[src/rtl/cu_pkg.sv]
// Shared control-unit definitions: control-word field positions, sequencer phase
// encoding and widths used by both the decoders and the sequencer.
package cu_pkg;

  localparam int CW_WIDTH     = 33;
  localparam int STATUS_WIDTH = 5;
  localparam int RETIRE_WIDTH = 32;
  localparam int CW_OUT_WIDTH = CW_WIDTH - 2;

  localparam int ALU_EN    = 32;
  localparam int ALU_BS    = 31;
  localparam int ALU_FS_HI = 30;
  localparam int ALU_FS_LO = 26;
  localparam int RF_B_EN   = 25;
  localparam int SA_HI     = 24;
  localparam int SA_LO     = 20;
  localparam int SB_HI     = 19;
  localparam int SB_LO     = 15;
  localparam int DA_HI     = 14;
  localparam int DA_LO     = 10;
  localparam int RF_W      = 9;
  localparam int RAM_EN    = 8;
  localparam int RAM_W     = 7;
  localparam int PC_EN     = 6;
  localparam int PC_FS_HI  = 5;
  localparam int PC_FS_LO  = 4;
  localparam int PC_IS     = 3;
  localparam int STATUS_LD = 2;
  localparam int NS_HI     = 1;
  localparam int NS_LO     = 0;

  typedef enum logic [1:0] {
    FETCH = 2'b00,
    EXEC  = 2'b01,
    HALT  = 2'b10
  } phase_t;

  localparam logic [1:0] NEXT_FETCH = 2'b00;

  // Bits of cw_out (cw[32:2]) that must not take effect while a data access stalls.
  function automatic logic [CW_OUT_WIDTH-1:0] stall_mask();
    logic [CW_OUT_WIDTH-1:0] m;
    m = '0;
    m[RF_W - 2]      = 1'b1;
    m[RAM_W - 2]     = 1'b1;
    m[STATUS_LD - 2] = 1'b1;
    m[PC_FS_HI - 2]  = 1'b1;
    m[PC_FS_LO - 2]  = 1'b1;
    return m;
  endfunction

  localparam logic [CW_OUT_WIDTH-1:0] STALL_MASK = stall_mask();

endpackage

[src/rtl/cw_gate.sv]
// Combinational masking of the decoder control word: whole word is killed outside
// EXEC, on illegal or reset; write-type fields are killed while stalled.
module cw_gate
  import cu_pkg::*;
(
  input  logic                    kill,
  input  phase_t                  phase,
  input  logic                    illegal,
  input  logic [CW_OUT_WIDTH-1:0] cw_fields,
  input  logic                    dmem_ready,
  output logic                    stall,
  output logic [CW_OUT_WIDTH-1:0] cw_out
);

  logic pass;

  assign pass  = ~kill & (phase == EXEC) & ~illegal;
  assign stall = cw_fields[RAM_EN - 2] & ~dmem_ready;

  generate
    for (genvar gi = 0; gi < CW_OUT_WIDTH; gi++) begin : g_bit
      assign cw_out[gi] = pass & cw_fields[gi] & ~(stall & STALL_MASK[gi]);
    end
  endgenerate

endmodule

[src/rtl/control_sequencer.sv]
// Fetch/execute sequencer: holds I, execute step and status for the decoders,
// then advances, stalls, retires or halts based on the selected control word.
module control_sequencer
  import cu_pkg::*;
(
  input  logic                    clock,
  input  logic                    reset,
  output logic                    imem_req,
  input  logic                    imem_valid,
  input  logic [31:0]             imem_data,
  output logic [31:0]             I,
  output logic [1:0]              state,
  output logic [STATUS_WIDTH-1:0] status,
  input  logic [CW_WIDTH-1:0]     cw_in,
  input  logic                    illegal,
  input  logic [STATUS_WIDTH-1:0] alu_status,
  input  logic                    dmem_ready,
  output logic [CW_OUT_WIDTH-1:0] cw_out,
  output logic                    halted,
  output logic [RETIRE_WIDTH-1:0] retired
);

  phase_t                  phase_reg;
  logic [31:0]             i_reg;
  logic [1:0]              state_reg;
  logic [STATUS_WIDTH-1:0] status_reg;
  logic [RETIRE_WIDTH-1:0] retired_reg;
  logic                    stall;
  logic [1:0]              next_state;

  assign next_state = cw_in[NS_HI:NS_LO];

  cw_gate u_cw_gate (
    .kill       (reset),
    .phase      (phase_reg),
    .illegal    (illegal),
    .cw_fields  (cw_in[CW_WIDTH-1:2]),
    .dmem_ready (dmem_ready),
    .stall      (stall),
    .cw_out     (cw_out)
  );

  always_ff @(posedge clock) begin
    if (reset) begin
      phase_reg   <= FETCH;
      i_reg       <= '0;
      state_reg   <= 2'b00;
      status_reg  <= '0;
      retired_reg <= '0;
    end else begin
      case (phase_reg)
        FETCH: begin
          if (imem_valid) begin
            i_reg     <= imem_data;
            state_reg <= 2'b00;
            phase_reg <= EXEC;
          end
        end
        EXEC: begin
          // illegal wins over stall, retire and status load
          if (illegal) begin
            phase_reg <= HALT;
          end else if (!stall) begin
            if (cw_in[STATUS_LD]) status_reg <= alu_status;
            if (next_state == NEXT_FETCH) begin
              retired_reg <= retired_reg + 1'b1;
              phase_reg   <= FETCH;
            end else begin
              state_reg <= next_state;
            end
          end
        end
        HALT:    phase_reg <= HALT;
        default: phase_reg <= FETCH;
      endcase
    end
  end

  assign imem_req = (phase_reg == FETCH) & ~reset;
  assign halted   = (phase_reg == HALT);
  assign I        = i_reg;
  assign state    = state_reg;
  assign status   = status_reg;
  assign retired  = retired_reg;

endmodule

[config.mk]
export PLATFORM = sky130hd
export DESIGN_NAME = control_sequencer
export DESIGN_NICKNAME = d
export VERILOG_FILES = /design/src/rtl/cu_pkg.sv /design/src/rtl/cw_gate.sv /design/src/rtl/control_sequencer.sv
export SDC_FILE = /design/constraint.sdc
export NUM_CORES = 1
export LEC_CHECK = 0
export ABC_AREA = 0
export ABC_CLOCK_PERIOD_IN_PS = 2500
export BUFFER_PORTS_ARGS = -buffer_cell sky130_fd_sc_hd__buf_2
export CELL_PAD_IN_SITES_DETAIL_PLACEMENT = 1
export CELL_PAD_IN_SITES_GLOBAL_PLACEMENT = 2
export CORE_ASPECT_RATIO = 0.8
export CORE_UTILIZATION = 23
export DETAILED_ROUTE_END_ITERATION = 12
export PLACE_DENSITY_LB_ADDON = 0.2
export SKIP_CTS_REPAIR_TIMING = 1
export SYNTH_ARGS = -nofsm -noshare
export SYNTH_HDL_FRONTEND = slang
export SYNTH_HIERARCHICAL = 1
export SYNTH_SLANG_ARGS = --single-unit
[constraint.sdc]
create_clock -name clock -period 2.5 [get_ports clock]
set_input_delay 0.5 -clock clock [delete_from_list [all_inputs] [get_ports clock]]
set_output_delay 0.5 -clock clock [all_outputs]
set_load 0.005 [all_outputs]
==> results of run 1 <==
## metal layers
metal / GRT usage (%) / wire length [um] / vias to the layer above / share of wire (%)
met3: 4.79 / 729 / 11 / 6.4
met2: 26.6 / 5580 / 120 / 49
li1: - / - / 1794 / -
met4: 5.95 / 163 / 0 / 1.4
met5: 0 / 0 / - / 0
met1: 17.5 / 4840 / 1723 / 43
## worst min-delay path by stage
stage	slack, ns	from	depth (start not counted)	end
floorplan	0.45	state[0]	2	state[0]
global placement	0.44	I[26]	2	I[26]
detailed placement	0.45	I[7]	2	I[7]
CTS	0.38	imem_data[2]	3	I[2]
global route	0.39	imem_data[30]	3	I[30]
finish	0.39	imem_data[2]	3	I[2]
## cell usage after synthesis, drive strengths merged (7+ instances only)
cell type and number:
o31ai 17, and2 30, or3 7, and3 8
nand4 14, a21oi 66, or4 17, dfxtp 73
clkbuf 23, nor2 11, nand3 14, nand2 85
## cell families (layout without fill, tap and decap cells)
family,Yosys count,in the layout,share of synthesized area [%]
multiplexers,1,1,0.342
AO/OA/AOI/OAI,92,92,15.5
XOR/XNOR,7,7,1.86
adder cells (fa/ha/maj),1,1,0.379
AND/OR/NAND/NOR,205,205,33.7
buffers and inverters,31,211,3.95
flip-flops,73,73,44.3
## power by group
| group | total, W | internal (W) | leakage [nW] | switching, W |
|---|---|---|---|---|
| Combinational | 0.000268 | 0.000121 | 1.37 | 0.000147 |
| Clock | 0.00150 | 0.000996 | 0.172 | 0.000500 |
| Sequential | 0.00122 | 0.00120 | 0.593 | 0.0000207 |
## final cells by class
cell class                 count  area (um^2)  area share [%]
timing repair buffer         189          973            20.5
sequential                    73         1460            30.9
multi-input combinational    306         1710            36.1
tap                          180          225            4.75
inverter                       6         22.5           0.475
clock inverter                 6          105            2.22
clock buffer                  10          239            5.04
## placed cells by master, fill, tap and decap left out, drive strengths merged, types with 2 or more instances in the layout
cell type / synthesis / routed
clkinv: 0 / 3
o31ai: 17 / 17
o21ai: 6 / 6
bufinv: 0 / 3
or4: 17 / 17
nor4: 3 / 3
inv: 6 / 6
dfxtp: 73 / 73
or3: 7 / 7
nor2b: 3 / 3
nand2: 85 / 85
xor2: 5 / 5
and2: 30 / 30
and4: 5 / 5
nor4b: 2 / 2
a21oi: 66 / 66
clkbuf: 23 / 10
buf: 2 / 189
nand3: 14 / 14
nand4: 14 / 14
o211ai: 3 / 3
and3: 8 / 8
nor2: 11 / 11
xnor2: 2 / 2
## worst register-to-register path, delay by kind of cell (launching register included)
kind | cells | cell delay, ns
AOI/OAI and AO/OA | 1 | 0.17
DFF | 1 | 0.47
and+or+nand+nor | 3 | 1.42
## through the flow
stage,power (W),hold slack [ns]
after detailed placement,0.00153,0.447
after CTS,0.00305,0.379
after global routing,0.00312,0.387
final,0.00299,0.395
after floorplan,0.00137,0.448
after global placement,0.00152,0.439
==> qor.yml, run 1 <==
outcome:
  outcome: "finished clean"
worst_setup_path:
  arrival_ns: 1.69
  critical_path_required_ns: 2.00
  critPathBufInv: 3
  crit_path_frequent_cell: "buf_4"
  setup.reg_to_reg.worst_slack_ns: 0.36
  worst-setup-path-type: "flip-flop to output port"
  critPathTopFamily: "buffers and inverters"
  startpoint_type_of_the_worst_setup_path: "flip-flop"
  worstSetupEndpointType: "output port"
  worstPathCellList: "buf_4 -> nor4b_4 -> buf_4 -> and2_1 -> buf_2"
  crit_fanout: 31
  timing.rr.start: "phase_reg[0]"
  critical_path.reg2reg.endpoint: "retired[11]"
  timing.critical_path.depth: 5
  timing.critical_path.to: "cw_out[25]"
  cp_slowest_cell: "dfxtp_1"
  timing.critical_path.slowest_cell_delay_ns: 0.32
  worstRegToRegCells: 4
  worst_setup_path_startpoint: "phase_reg[1]"
placement:
  portBuffers: 178
  cell_area_placed_um2: 4390
  placed_cells: 754
  globalplace.congestion: 0.715
  place_worst_setup_slack_ns: 0.0747
  dp_hpwl_um: 8370
route:
  detail_route.wl_per_cell_um: 14.7
  first_pass_iters: 4
  wirelength_um: 11300
  vias_after_detailed_routing: 3648
  detail-route-antenna-nets: 0
  via_density: 4.74
  number_of_remaining_drc_errors: 0
  drtIter0Drc: 111
timing:
  setup_viol_count_final: 0
  fmax_mhz: 457
  timing.final.hold_violations: 0
  clock-skew-final_ns: 0.00193
  slew-limit-headroom_pct: 44.3
  worst_slew_pin_tran_ns: 0.836
  min_period_over_period_pct: 87.5
  rsz0062_at_grt: "no"
  timing.final.ws_setup_ns: 0.313
  timing_max_transition_violations_final: 0
  finalWorstPathRequiredPeriod_ns: 2.19
  fin_setup_tns_ns: 0
cts:
  total_cts_buffers: 9
  numClockSinks: 73
  cts_tree: "yes"
  clockBufferDepth: 2
  clk-insertion-delay-late_ns: 0.34
  cts_clock_pin_slew_for_the_worst_setup_and_hold_paths_ns: 0.06
  cts.root.buffer_cell: "clkbuf_16"
  ctsHtreeMaxLevel: 3
synth:
  syn_avg_cell_area_um2: 8.04
  synthesis.area_um2: 3300
  count_of_flip_flops_with_a_built_in_enable_after_synthesis: 0
  synth.area.top_cells: "dfxtp_1 (44%), a21oi_1 (10%), nand2_1 (9.7%)"
  ys_async_sr_fraction_pct: 0
  ys_ff_latch: 73
  ys.warnings.count: 6
  seq_area_frac_synth_pct: 44.3
  synth_largest_type_area_fraction_pct: 44.3
  cell_type_with_the_highest_aggregate_area_in_the_netlist: "dfxtp_1"
  synth.net_count: 486
  netlist-cell-type-count: 33
  ys_flop_type: "dfxtp_1"
  post_synth_inst_count: 410
global_routing:
  initial_antenna_violation_count: 1
  wire_length_of_the_first_global_routing_pass_um: 17500
  grt_max_degree: 75
  globalRouteTotalUtil_pct: 15.3
  grt_overflow: 0
  grt_pass1_vias: 3555
final_layout:
  ant_diodes: 0
  final_area_um2: 4740
  n_fill_cell: 1725
  post_route_cells_drive_above_1_share_pct: 35.9
  final_net_count: 661
  postLayoutCoreUtil_pct: 34.4
  finalNonFillerCells: 770
  area_growth_pct: 43.7
die:
  die_h_um: 109
  coreArea_um2: 13800
  floorplan.rows: 38
  ios: 179
  die_area_um2: 14800
  initial_core_util_pct: 23.9
  chipWidth_um: 136
min_path:
  worst_hold_path_type: "input pin to flip-flop"
pwr:
  leakagePower_nw: 2.14
  ir_worst_vdd_mv: 0.267
  power.density_cell_area_nw_per_um2: 631
flow_run:
  max_cap_viol_count: 0
(Power assumes the default switching activity.)
==> run 2: changes to the inputs <==
- RECOVER_POWER: unset -> 25
==> run 2 against run 1 <==
Effect of this change:
- the flow now finishes with violations (capacitance limit, slew limit)
- first-iteration DRC count up 0.90%
- clock skew about the same
- flip-flop and latch count unchanged
- clock power about the same
- critical path depth unchanged
- non-clock buffer count unchanged
- register-to-register slack worse by 0.02 ns
- core utilization down 0.30 points
- critical endpoint unchanged
- largest power group unchanged
==> qor.yml, run 2 (synthesized netlist as in run 1, its figures left out) <==
outcome:
  outcome: "complete, but fails checks"  # was finished clean
  violations: "capacitance limit, slew limit"
timing:
  timing_max_transition_violations_final: 75  # was 0
  min_period_over_period_pct: 87.5  # about the same
  hold_slack_ns: 0.395  # about the same
  worst_slew_pin_tran_ns: 1.64  # was 0.836 ns
  finalWorstPathRequiredPeriod_ns: 2.19  # about the same
  rsz0062_at_grt: "no"  # unchanged
  clock-skew-final_ns: 0.00228  # was 0.00193 ns
  timing.final.hold_violations: 0  # unchanged
  setup_viol_count_final: 0  # unchanged
  fin_setup_tns_ns: 0  # unchanged
  fmax_mhz: 457  # about the same
  slew-limit-headroom_pct: -9.53  # was 44.3%
min_path:
  whs_path_depth: 3  # unchanged
  min-delay-start: "imem_data[23]"  # was imem_data[2]
  worst_hold_path_type: "input pin to flip-flop"  # unchanged
  worstHoldEndpoint: "I[23]"  # was I[2]
worst_setup_path:
  worstSetupEndpointType: "output port"  # unchanged
  worst-setup-path-type: "flip-flop to output port"  # unchanged
  startpoint_type_of_the_worst_setup_path: "flip-flop"  # unchanged
  worstPathCellList: "buf_4 -> nor4b_4 -> buf_4 -> and2_1 -> buf_2"  # unchanged
  crit_fanout: 31  # unchanged
  critPathTopFamily: "buffers and inverters"  # unchanged
  cp_slowest_cell: "dfxtp_1"  # unchanged
  timing.critical_path.slowest_cell_delay_ns: 0.32  # about the same
  timing.rr.start: "phase_reg[0]"  # unchanged
  worstRegToRegCells: 4  # unchanged
  critPathBufInv: 3  # unchanged
  setup.reg_to_reg.worst_slack_ns: 0.34  # was 0.36 ns
  arrival_ns: 1.69  # about the same
  crit_path_frequent_cell: "buf_4"  # unchanged
  critical_path_required_ns: 2.00  # about the same
  critical_path.reg2reg.endpoint: "retired[11]"  # unchanged
pwr:
  power.combinational.fraction_pct: 8.8  # was 9.0%
  power.switching_fraction_pct: 22.4  # was 22.3%
  internal-power_w: 0.00231  # was 0.00232 W
  seqPwrFrac_pct: 41.1  # was 41.0%
  net-switching-power_w: 0.000668  # was 0.000667 W
  overall_power_after_layout_w: 0.00298  # was 0.00299 W
  pwr-share-clk_pct: 50.2  # was 50.1%
  power.density_cell_area_nw_per_um2: 635  # was 631 nW/um^2
  ir_worst_vdd_mv: 0.266  # was 0.267 mV
  leakagePower_nw: 2.01  # was 2.14 nW
final_layout:
  mostFrequentLayoutCells: "buf_2 (147), nand2_1 (85), dfxtp_1 (73), a21oi_1 (66), clkbuf_1 (31)"  # was buf_2 (178), nand2_1 (85), dfxtp_1 (73), a21oi_1 (66), and2_1 (30)
  seq_area_um2: 1460  # unchanged
  final_net_count: 661  # unchanged
  postLayoutCoreUtil_pct: 34.1  # was 34.4%
  most_common_cell_after_layout_fill_and_taps_aside: "buf_2"  # unchanged
  area_growth_pct: 42.4  # was 43.7%
  n_fill_cell: 1729  # was 1,725
  post_route_cells_drive_above_1_share_pct: 30.7  # was 35.9%
  ant_diodes: 0  # unchanged
  multi_input_area_um2: 1710  # unchanged
route:
  detail_route.wl_per_cell_um: 14.7  # about the same
  number_of_remaining_drc_errors: 0  # unchanged
  route.met2.wl_um: 5600  # was 5580 um
  vias_after_detailed_routing: 3648  # unchanged
  drtIter0Drc: 112  # was 111
  met1Wirelength_um: 4880  # was 4840 um
  wirelength_um: 11400  # was 11,300 um
  wl_met3_um: 715  # was 729 um
  via_density: 4.74  # unchanged
  detail-route-antenna-nets: 0  # unchanged
  first_pass_iters: 4  # unchanged
  top_layer_used: "met4"  # unchanged
global_routing:
  grt_max_degree: 75  # unchanged
  grt_pass1_vias: 3555  # unchanged
  grt_overflow: 0  # unchanged
  initial_antenna_violation_count: 1  # unchanged
  globalRouteTotalUtil_pct: 15.3  # unchanged
  wire_length_of_the_first_global_routing_pass_um: 17500  # unchanged
placement:
  dp_hpwl_um: 8370  # unchanged
  globalplace.congestion: 0.715  # unchanged
  portBuffers: 178  # unchanged
cts:
  clockBufferDepth: 2  # unchanged
  cts_tree: "yes"  # unchanged
  cts_clock_pin_slew_for_the_worst_setup_and_hold_paths_ns: 0.06  # about the same
  total_cts_buffers: 9  # unchanged
  cts.root.buffer_cell: "clkbuf_16"  # unchanged
  numClockSinks: 73  # unchanged
  ctsHtreeMaxLevel: 3  # unchanged
  clk-insertion-delay-late_ns: 0.34  # about the same
die:
  coreArea_um2: 13800  # unchanged
  chipWidth_um: 136  # unchanged
  floorplan.rows: 38  # unchanged
  die_area_um2: 14800  # unchanged
  die_h_um: 109  # unchanged
  initial_core_util_pct: 23.9  # unchanged
  ios: 179  # unchanged
flow_run:
  max_cap_viol_count: 1  # was 0
-- run 2: through the flow --
| stage | setup slack (ns) | std cells | instance area [um^2] |
|---|---|---|---|
| after floorplan | 0.206 | 410 | 3300 |
| after global placement | 0.137 | 754 | 4390 |
| after detailed placement | 0.0747 | 754 | 4390 |
| after CTS | 0.261 | 770 | 4740 |
| after global routing | 0.202 | 770 | 4700 |
| final | 0.312 | 770 | 4700 |
-- run 2: per-layer routing --
metal / vias to the layer above / track usage [%]
li1: 1794 / -
met1: 1723 / 17.5
met2: 120 / 26.6
met3: 11 / 4.79
met4: 0 / 5.95
met5: - / 0
-- run 2: worst max path at each step --
stage / slack [ns] / to / depth (start not counted) / from
finish: 0.31 / cw_out[25] / 5 / phase_reg[1]
global route: 0.20 / cw_out[25] / 4 / phase_reg[0]
CTS: 0.26 / cw_out[25] / 5 / phase_reg[1]
detailed placement: 0.07 / retired[11] / 7 / dmem_ready
global placement: 0.14 / retired[11] / 7 / dmem_ready
floorplan: 0.21 / retired[11] / 6 / dmem_ready
-- run 2: power by group through the flow --
stage | clock network [W] | logic (W) | registers [W]
6_report | 0.00150 | 0.000261 | 0.00123
5_1_grt | 0.00159 | 0.000294 | 0.00123
4_1_cts | 0.00155 | 0.000275 | 0.00123
3_5_place_dp | 0 | 0.000275 | 0.00125
3_3_place_gp | 0 | 0.000269 | 0.00125
2_1_floorplan | 0 | 0.000120 | 0.00125
-- run 2: area by class of cell --
type / instances / share of cell area (%)
multi-input combinational: 306 / 36.4
inverter: 6 / 0.480
sequential: 73 / 31.1
clock buffer: 10 / 5.09
tap: 180 / 4.80
timing repair buffer: 189 / 19.9
clock inverter: 6 / 2.24
-- run 2: worst reg2reg max path, delay by kind of cell, from the launching register on --
| family | cells | cell delay, ns |
|---|---|---|
| flops | 1 | 0.47 |
| simple gates | 3 | 1.42 |
| compound gates | 1 | 0.17 |
